`config.mk`:
```
export PLATFORM = sky130hd
export DESIGN_NAME = demux_stream_router
export DESIGN_NICKNAME = d
export VERILOG_FILES = /design/src/rtl/demux_stream_pkg.sv /design/src/rtl/demux_stream_slot.sv /design/src/rtl/demux_stream_router.sv
export SDC_FILE = /design/constraint.sdc
export NUM_CORES = 1
export LEC_CHECK = 0
export ABC_AREA = 1
export BUFFER_PORTS_ARGS = -buffer_cell sky130_fd_sc_hd__buf_2
export CAP_MARGIN = 20
export CORE_MARGIN = 2
export CORE_UTILIZATION = 50
export DETAILED_ROUTE_END_ITERATION = 10
export GPL_TIMING_DRIVEN = 0
export PLACE_DENSITY_LB_ADDON = 0.12
export SLEW_MARGIN = 20
export SYNTH_ARGS = -nofsm -noshare
export SYNTH_HDL_FRONTEND = slang
export SYNTH_SLANG_ARGS = --single-unit
```
`constraint.sdc`:
```
create_clock -name clk -period 4 [get_ports clk]
set_input_delay 0.4 -clock clk [delete_from_list [all_inputs] [get_ports clk]]
set_output_delay 0.4 -clock clk [all_outputs]
set_load 0.02 [all_outputs]
```
`src/rtl/demux_stream_pkg.sv`:
```
// Shared types and constants for the registered stream demultiplexer.
package demux_stream_pkg;

  typedef enum logic {
    CH_EMPTY = 1'b0,
    CH_FULL  = 1'b1
  } chan_state_e;

  localparam int                    DROP_CNT_W   = 8;
  localparam logic [DROP_CNT_W-1:0] DROP_CNT_MAX = 8'hFF;

endpackage

```
`src/rtl/demux_stream_slot.sv`:
```
// One-entry holding buffer for a single router output (EMPTY/FULL).
module demux_stream_slot
  import demux_stream_pkg::*;
#(
  parameter int WIDTH = 8
) (
  input  logic             clk,
  input  logic             rst_n,
  input  logic             push,
  input  logic [WIDTH-1:0] data,
  input  logic             ready,
  output logic             valid,
  output logic [WIDTH-1:0] q
);

  chan_state_e      state_p1, state_nxt;
  logic [WIDTH-1:0] held_p1;

  always_ff @(posedge clk or negedge rst_n) begin
    if (!rst_n) state_p1 <= CH_EMPTY;
    else        state_p1 <= state_nxt;
  end

  // Data is never read while EMPTY, so it carries no reset.
  always_ff @(posedge clk) begin
    if (push) held_p1 <= data;
  end

  always_comb begin
    state_nxt = state_p1;
    case (state_p1)
      CH_EMPTY: if (push)           state_nxt = CH_FULL;
      CH_FULL:  if (!push && ready) state_nxt = CH_EMPTY;
      default:                      state_nxt = CH_EMPTY;
    endcase
  end

  always_comb begin
    valid = 1'b0;
    q     = '0;
    if (state_p1 == CH_FULL) begin
      valid = 1'b1;
      q     = held_p1;
    end
  end

endmodule

```
`src/rtl/demux_stream_router.sv`:
```
// Registered 1-to-CHANNELS stream router with per-channel holding buffers.
// Optional broadcast transfers are enabled with macro DEMUX_STREAM_BCAST_EN.
module demux_stream_router
  import demux_stream_pkg::*;
#(
  parameter int WIDTH    = 8,
  parameter int CHANNELS = 16,
  parameter int SEL_W    = $clog2(CHANNELS)
) (
  input  logic                      clk,
  input  logic                      rst_n,
  input  logic                      enable,
`ifdef DEMUX_STREAM_BCAST_EN
  input  logic                      in_bcast,
`endif
  input  logic                      in_valid,
  output logic                      in_ready,
  input  logic [SEL_W-1:0]          in_sel,
  input  logic [WIDTH-1:0]          in_data,
  output logic [CHANNELS-1:0]       out_valid,
  input  logic [CHANNELS-1:0]       out_ready,
  output logic [CHANNELS*WIDTH-1:0] out_data,
  output logic [DROP_CNT_W-1:0]     drop_cnt
);

  function automatic logic [DROP_CNT_W-1:0] sat_inc(input logic [DROP_CNT_W-1:0] v);
    return (v == DROP_CNT_MAX) ? v : v + 1'b1;
  endfunction

  logic                oob;
  logic                sel_full;
  logic                sel_rdy;
  logic                uni_ok;
  logic                accept;
  logic                drop_inc;
  logic [CHANNELS-1:0] uni_hit;
  logic [CHANNELS-1:0] push;

  // Selects beyond the last channel exist only for non-power-of-two counts.
  if (CHANNELS < (1 << SEL_W)) begin : g_oob
    assign oob = (in_sel >= SEL_W'(CHANNELS));
  end else begin : g_no_oob
    assign oob = 1'b0;
  end

  always_comb begin
    sel_full = 1'b0;
    sel_rdy  = 1'b0;
    uni_hit  = '0;
    for (int k = 0; k < CHANNELS; k++) begin
      if (in_sel == SEL_W'(k)) begin
        sel_full   = out_valid[k];
        sel_rdy    = out_ready[k];
        uni_hit[k] = 1'b1;
      end
    end
  end

  assign uni_ok = oob | ~sel_full | sel_rdy;
  assign accept = in_valid & in_ready;

`ifdef DEMUX_STREAM_BCAST_EN
  logic all_ok;

  // A broadcast waits until every channel can take a word this cycle.
  assign all_ok   = &(~out_valid | out_ready);
  assign in_ready = rst_n & enable & (in_bcast ? all_ok : uni_ok);
  assign push     = {CHANNELS{accept}} & (in_bcast ? {CHANNELS{1'b1}} : uni_hit);
  assign drop_inc = accept & oob & ~in_bcast;
`else
  assign in_ready = rst_n & enable & uni_ok;
  assign push     = {CHANNELS{accept}} & uni_hit;
  assign drop_inc = accept & oob;
`endif

  always_ff @(posedge clk or negedge rst_n) begin
    if (!rst_n)        drop_cnt <= '0;
    else if (drop_inc) drop_cnt <= sat_inc(drop_cnt);
  end

  // Output stage: one registered buffer per channel.
  for (genvar k = 0; k < CHANNELS; k++) begin : g_slot
    demux_stream_slot #(
      .WIDTH(WIDTH)
    ) u_slot (
      .clk  (clk),
      .rst_n(rst_n),
      .push (push[k]),
      .data (in_data),
      .ready(out_ready[k]),
      .valid(out_valid[k]),
      .q    (out_data[k*WIDTH +: WIDTH])
    );
  end

endmodule
```
Word level (Yosys, flattened, before mapping)
Cells that the tools add are included.
W data, S select, Z words.
{"block": "classes", "reduce_logical": 33, "bitwise_logic": 22, "n_eq_ne": 15, "n_mux": 128}
{"op": "$mux W8", "n": 16}
{"op": "$mux W1", "n": 96}
{"op": "$eq A4 B4 Y1 const B", "n": 8}
{"op": "$pmux W1 S2", "n": 16}
{"op": "$not A1 Y1", "n": 17}
{"op": "$and A16 B16 Y16", "n": 1}
{"op": "$eq A4 B3 Y1 const B", "n": 4}
{"op": "$logic_and A1 B1 Y1", "n": 16}
{"op": "$logic_not A1 Y1", "n": 16}
{"op": "$eq A4 B2 Y1 const B", "n": 2}
{"op": "$eq A4 B1 Y1 const B", "n": 1}
{"op": "$logic_not A4 Y1", "n": 1}
{"op": "$and A1 B1 Y1", "n": 3}
{"op": "$or A1 B1 Y1", "n": 1}
{"block": "totals", "reg_bits": 144, "wordCells": 230, "input_bits": 32}

Longest topological paths before layout
{"block": "depth", "depth_word": 26, "depth_mapped": 18, "mapped_depth_nobuf": 17}

Modules after synthesis
From an unflattened synthesis, not the netlist that was laid out.
{"block": "unflattened", "cells_unflattened": 604, "hier_area_um2": 6238.5}
{"module": "demux_stream_slot", "area_each_um2": 354.1, "n_inst": 16, "seq_area_each_um2": 265.3, "cells_per_inst": 30}
{"module": "demux_stream_router", "area_each_um2": 573.0, "n_inst": 1, "seq_area_each_um2": 0.0, "cells_per_inst": 124}

Least setup slack after synthesis
No wires, ideal clock.
{"block": "synth_path", "path_type": "input port to output port", "start": "input in_sel[1]", "end": "output in_ready", "path_slack_ns": 1.806, "t_arrival_ns": 1.794, "required_ns": 3.600, "stages": 15, "n_path_buf": 0, "cell_sequence": "inv_2 nand2_2 nor2_4 inv_1 o21ai_2 inv_1 nand3_2 nand2_1 nand2_1 nand2_1 nand2_1 nand2_1 nand2_1 nand3_2 a21boi_0"}
{"block": "synth_between", "elab_chain_cells": 20, "word_cells_on_any_way": 51, "classes_between": "15 x eq/ne; 32 x mux; 3 x bitwise; 1 x reduce/logical"}
{"item": "start: declaration", "line": "demux_stream_router.sv:18", "text": "input logic [SEL_W-1:0] in_sel,"}
{"item": "$logic_not A4 Y1", "line": "demux_stream_router.sv:51", "text": "if (in_sel == SEL_W'(k)) begin"}
{"item": "$mux W1 (16 in series)", "line": "demux_stream_router.sv:51"}
{"item": "$not A1 Y1", "line": "demux_stream_router.sv:59", "text": "assign uni_ok = oob | ~sel_full | sel_rdy;"}
{"item": "$or A1 B1 Y1 (*)", "line": "demux_stream_router.sv:59"}
{"item": "$and A1 B1 Y1 (*)", "line": "demux_stream_router.sv:71", "text": "assign in_ready = rst_n & enable & uni_ok;"}
{"item": "end: declaration", "line": "demux_stream_router.sv:17", "text": "output logic in_ready,"}
Mark *: on every way between the ends. The rest lies on a longest branch, timed or not.

Worst setup path in the final report
{"block": "layout_path", "start": "input rst_n", "end": "output in_ready"}
{"block": "layout_between", "elab_chain_cells": 2}
{"item": "start: declaration", "line": "demux_stream_router.sv:11", "text": "input logic rst_n,"}
{"item": "$and A1 B1 Y1 (2 in series)", "line": "demux_stream_router.sv:71"}
Every way passes these cells.

==> summary.md <==
| Metric | Value |
|---|---|
| Starting DRT DRC Count | 172 |
| Overflow after GRT | 0 |
| Ys Warns | 0 |
| Mean Syn Cell Area | 10.28 µm² |
| CP arrival | 2440 ps |
| Number of core rows | 41 |
| Hold_buf cts | 1 |
| Library cells used by synthesis | 28 |
| Finish-stage setup viols | 0 |
| Routed wire length | 13,940 µm |
| Routed via count | 4,412 |
| Leading cell type in the layout, fill and taps excluded | inv_1 |
| Fin crit period | 2838 ps |
| Gpl congestion | 0.8547 |
| Detailed Routing Iterations Pass 1 | 5 |
| Port bufs | 175 |
| Largest family of logic cells by synthesized area | simple AND/OR/NAND/NOR gates |
| Clock latency at the later pin of the worst-skew pair | between 400 and 500 ps |
| Mean number of vias per cell | 4.386 |
| WHS | 221.6 ps |
| CP peak stage delay | 540 ps |
| Max Cap Viol | 0 |
| Max VDD drop | 317.2 µV |
| Avg WL per Cell | about 14 µm |
| RSZ-0062 raised after global routing | false |
| H-tree depth | 4 |
| Num CTS Buffers | 17 |
| Core area | 12,520 µm² |
| Dpl hpwl | 9484 µm |
| Pwr dens | 415.9 nW/µm² |
| DIE HEIGHT | 116.7 µm |
| Most used cell, CP | buf_2 |
| Fin. Hold Viols | 0 |
| Post-Synth XOR/XNOR Area | 0 |
| Drt drc | 0 |
| Clk sinks | 144 |
| Type of origin of the critical path | input port |
| Longest Clk Path Bufs | 2 |
| First-pass GRT wire length | 20,770 µm |
| Largest net degree at the start of global routing | 18 |
| CP endpoint kind | output port |
| Fillers | 1,082 |
| Initial antenna violation count | 1 |
| WS Path Type | input port to output port |
| Width of the die | 116.7 µm |
| Max Freq | 352.4 MHz |
| Die area | 13,620 µm² |
| Synth Register Bits | roughly 140 |
| Mapped Area | 6351 µm² |
| Slew HR | 0.5377 |
| Fin nets | around 850 |
| Final period utilization | 0.7095 |
| Multiplexer area fraction after synthesis | 0 |
| ANT nets after route | 0 |
| # IOs | 185 |
| CP max-delay cell | a31oi_1 |
| Setup Skew | 8.165 ps |
| Resize count post-CTS | 0 |
| Setup TNS | 0 ps |
| Crit path max fanout | 17 |
| Number of global-route vias before repair | ~4,100 |
| Initial Utilization | 0.5074 |
| Cell Chain, Critical Path | dlygate4sd3_1 -> buf_2 -> nand2_1 -> a31oi_1 -> a21boi_0 -> buf_2 |
| HP Class | input port to register |
| Simple-gate share of the synthesized area | 0.1657 |
| # Post-CTS Setup Buffers | 0 |
| CTS root buffer | clkbuf_16 |
| Max-slew violations | 0 |
| CTS tree | built |
| Post-Synth Adder-Cell Area | 0 |
| Clk slew on worst S/H paths | 50 ps |
| Required @ worst endpoint | 3600 ps |
| Gr usage total | 0.2120 |
| Worst-margin pin slew | 690.2 ps |
| Most frequent cells in the layout | 184 x inv_1, 176 x buf_2, 171 x nand2_1 |
| Pleak | approximately 5 nW |
| Compound-Gate Fraction of Synth Area | 0.009062 |
| Status | completed |
| Share of cells above drive strength 1 | 0.3109 |
| Util after Layout | 0.6439 |
| Design Power | roughly 0.0034 W |
| Cell count after synthesis | 618 |
| Layout area overhead | 26.91% |
| Sequential share of the synthesized area | 0.6682 |
-- layout make-up --
cell class	count	area [µm²]	area share
multi-input combinational	248	1140	0.1414
tap	172	215.2	0.02670
buffer	44	284.0	0.03524
clock buffer	20	436.7	0.05418
antenna	1	2.502	0.0003105
inverter	189	709.4	0.08802
sequential	144	4244	0.5265
timing repair buffer	176	885.9	0.1099
clock inverter	12	142.6	0.01770
-- critical path: cells and delay by family --
family | cells | cell delay, ps
buffers and inverters | 3 | 1100
AO/OA/AOI/OAI | 2 | 830
AND/OR/NAND/NOR | 1 | 110
-- cells by family after synthesis --
family                 count (synthesis)
AND/OR/NAND/NOR                      230
other                                  1
AO/OA/AOI/OAI                         10
buffers and inverters                233
flip-flops                           144
-- through the flow --
step	instances	cell area, µm²	setup WS [ps]
after floorplan	625	6377	1806
after global placement	972	7468	1473
after detailed placement	972	7468	1419
after CTS	1005	8058	1093
after global routing	1006	8060	939.5
final	1006	8060	1162
-- flip-flops by register name (all words and copies together) (netlist names) --
name,cells
g_slot.u_slot.held_p1,128
g_slot.u_slot.state_p1,16
-- worst paths after layout --
| kind | from | endpoint | slack, ps | depth (start not counted) |
|---|---|---|---|---|
| setup reg to reg | g_slot[0].u_slot.state_p1 | g_slot[13].u_slot.held_p1[2] | 1570 | 17 |
| hold / removal | out_ready[12] | g_slot[12].u_slot.state_p1 | 220 | 4 |
| min in group asynchronous | rst_n | g_slot[15].u_slot.state_p1 | 440 | 2 |
| setup / recovery | rst_n | in_ready | 1160 | 6 |
| hold reg to reg | g_slot[15].u_slot.state_p1 | g_slot[15].u_slot.state_p1 | 780 | 3 |
| max in group asynchronous | rst_n | g_slot[6].u_slot.state_p1 | 3260 | 2 |
-- report_power, final --
part / switching (W) / internal (W) / total [W]
Combinational: 0.000113 / 0.0000463 / 0.000159
Sequential: 0.00000218 / 0.00165 / 0.00165
Clock: 0.000575 / 0.000971 / 0.00155
-- routing by layer --
layer  wire length (µm)  track usage  vias to the layer above  share of wire
met2               6941       0.3553                      142           0.50
met1               5904       0.2640                     2029           0.42
met3                824      0.05293                       17          0.059
li1                   -            -                     2224              -
met4                267      0.08863                        0          0.019
met5                  0            0                        -              0
-- synth_stat cells --
cell	count	area share
o21ai_2	1	0.0014
inv_2	5	0.0030
inv_1	184	0.11
nand4_2	9	0.018
or2_2	1	0.00099
a31oi_1	1	0.00099
nand2_2	2	0.0020
buf_6	1	0.0018
buf_4	25	0.030
nor2_1	21	0.012
buf_2	1	0.00079
a21boi_0	1	0.0012
nor2_4	3	0.0053
edfxtp_1	128	0.61
nand3_1	8	0.0063
buf_12	1	0.0032
buf_1	1	0.00059
nand4_4	1	0.0033
o21ai_0	5	0.0039
nand2_4	2	0.0035
a21oi_1	2	0.0016
nor2_2	3	0.0030
conb_1	1	0.00059
dfrtp_1	16	0.063
nand3_2	2	0.0032
nand4_1	7	0.0069
clkbuf_1	15	0.0089
nand2_1	171	0.10
Power figures use the tool's default switching activity.
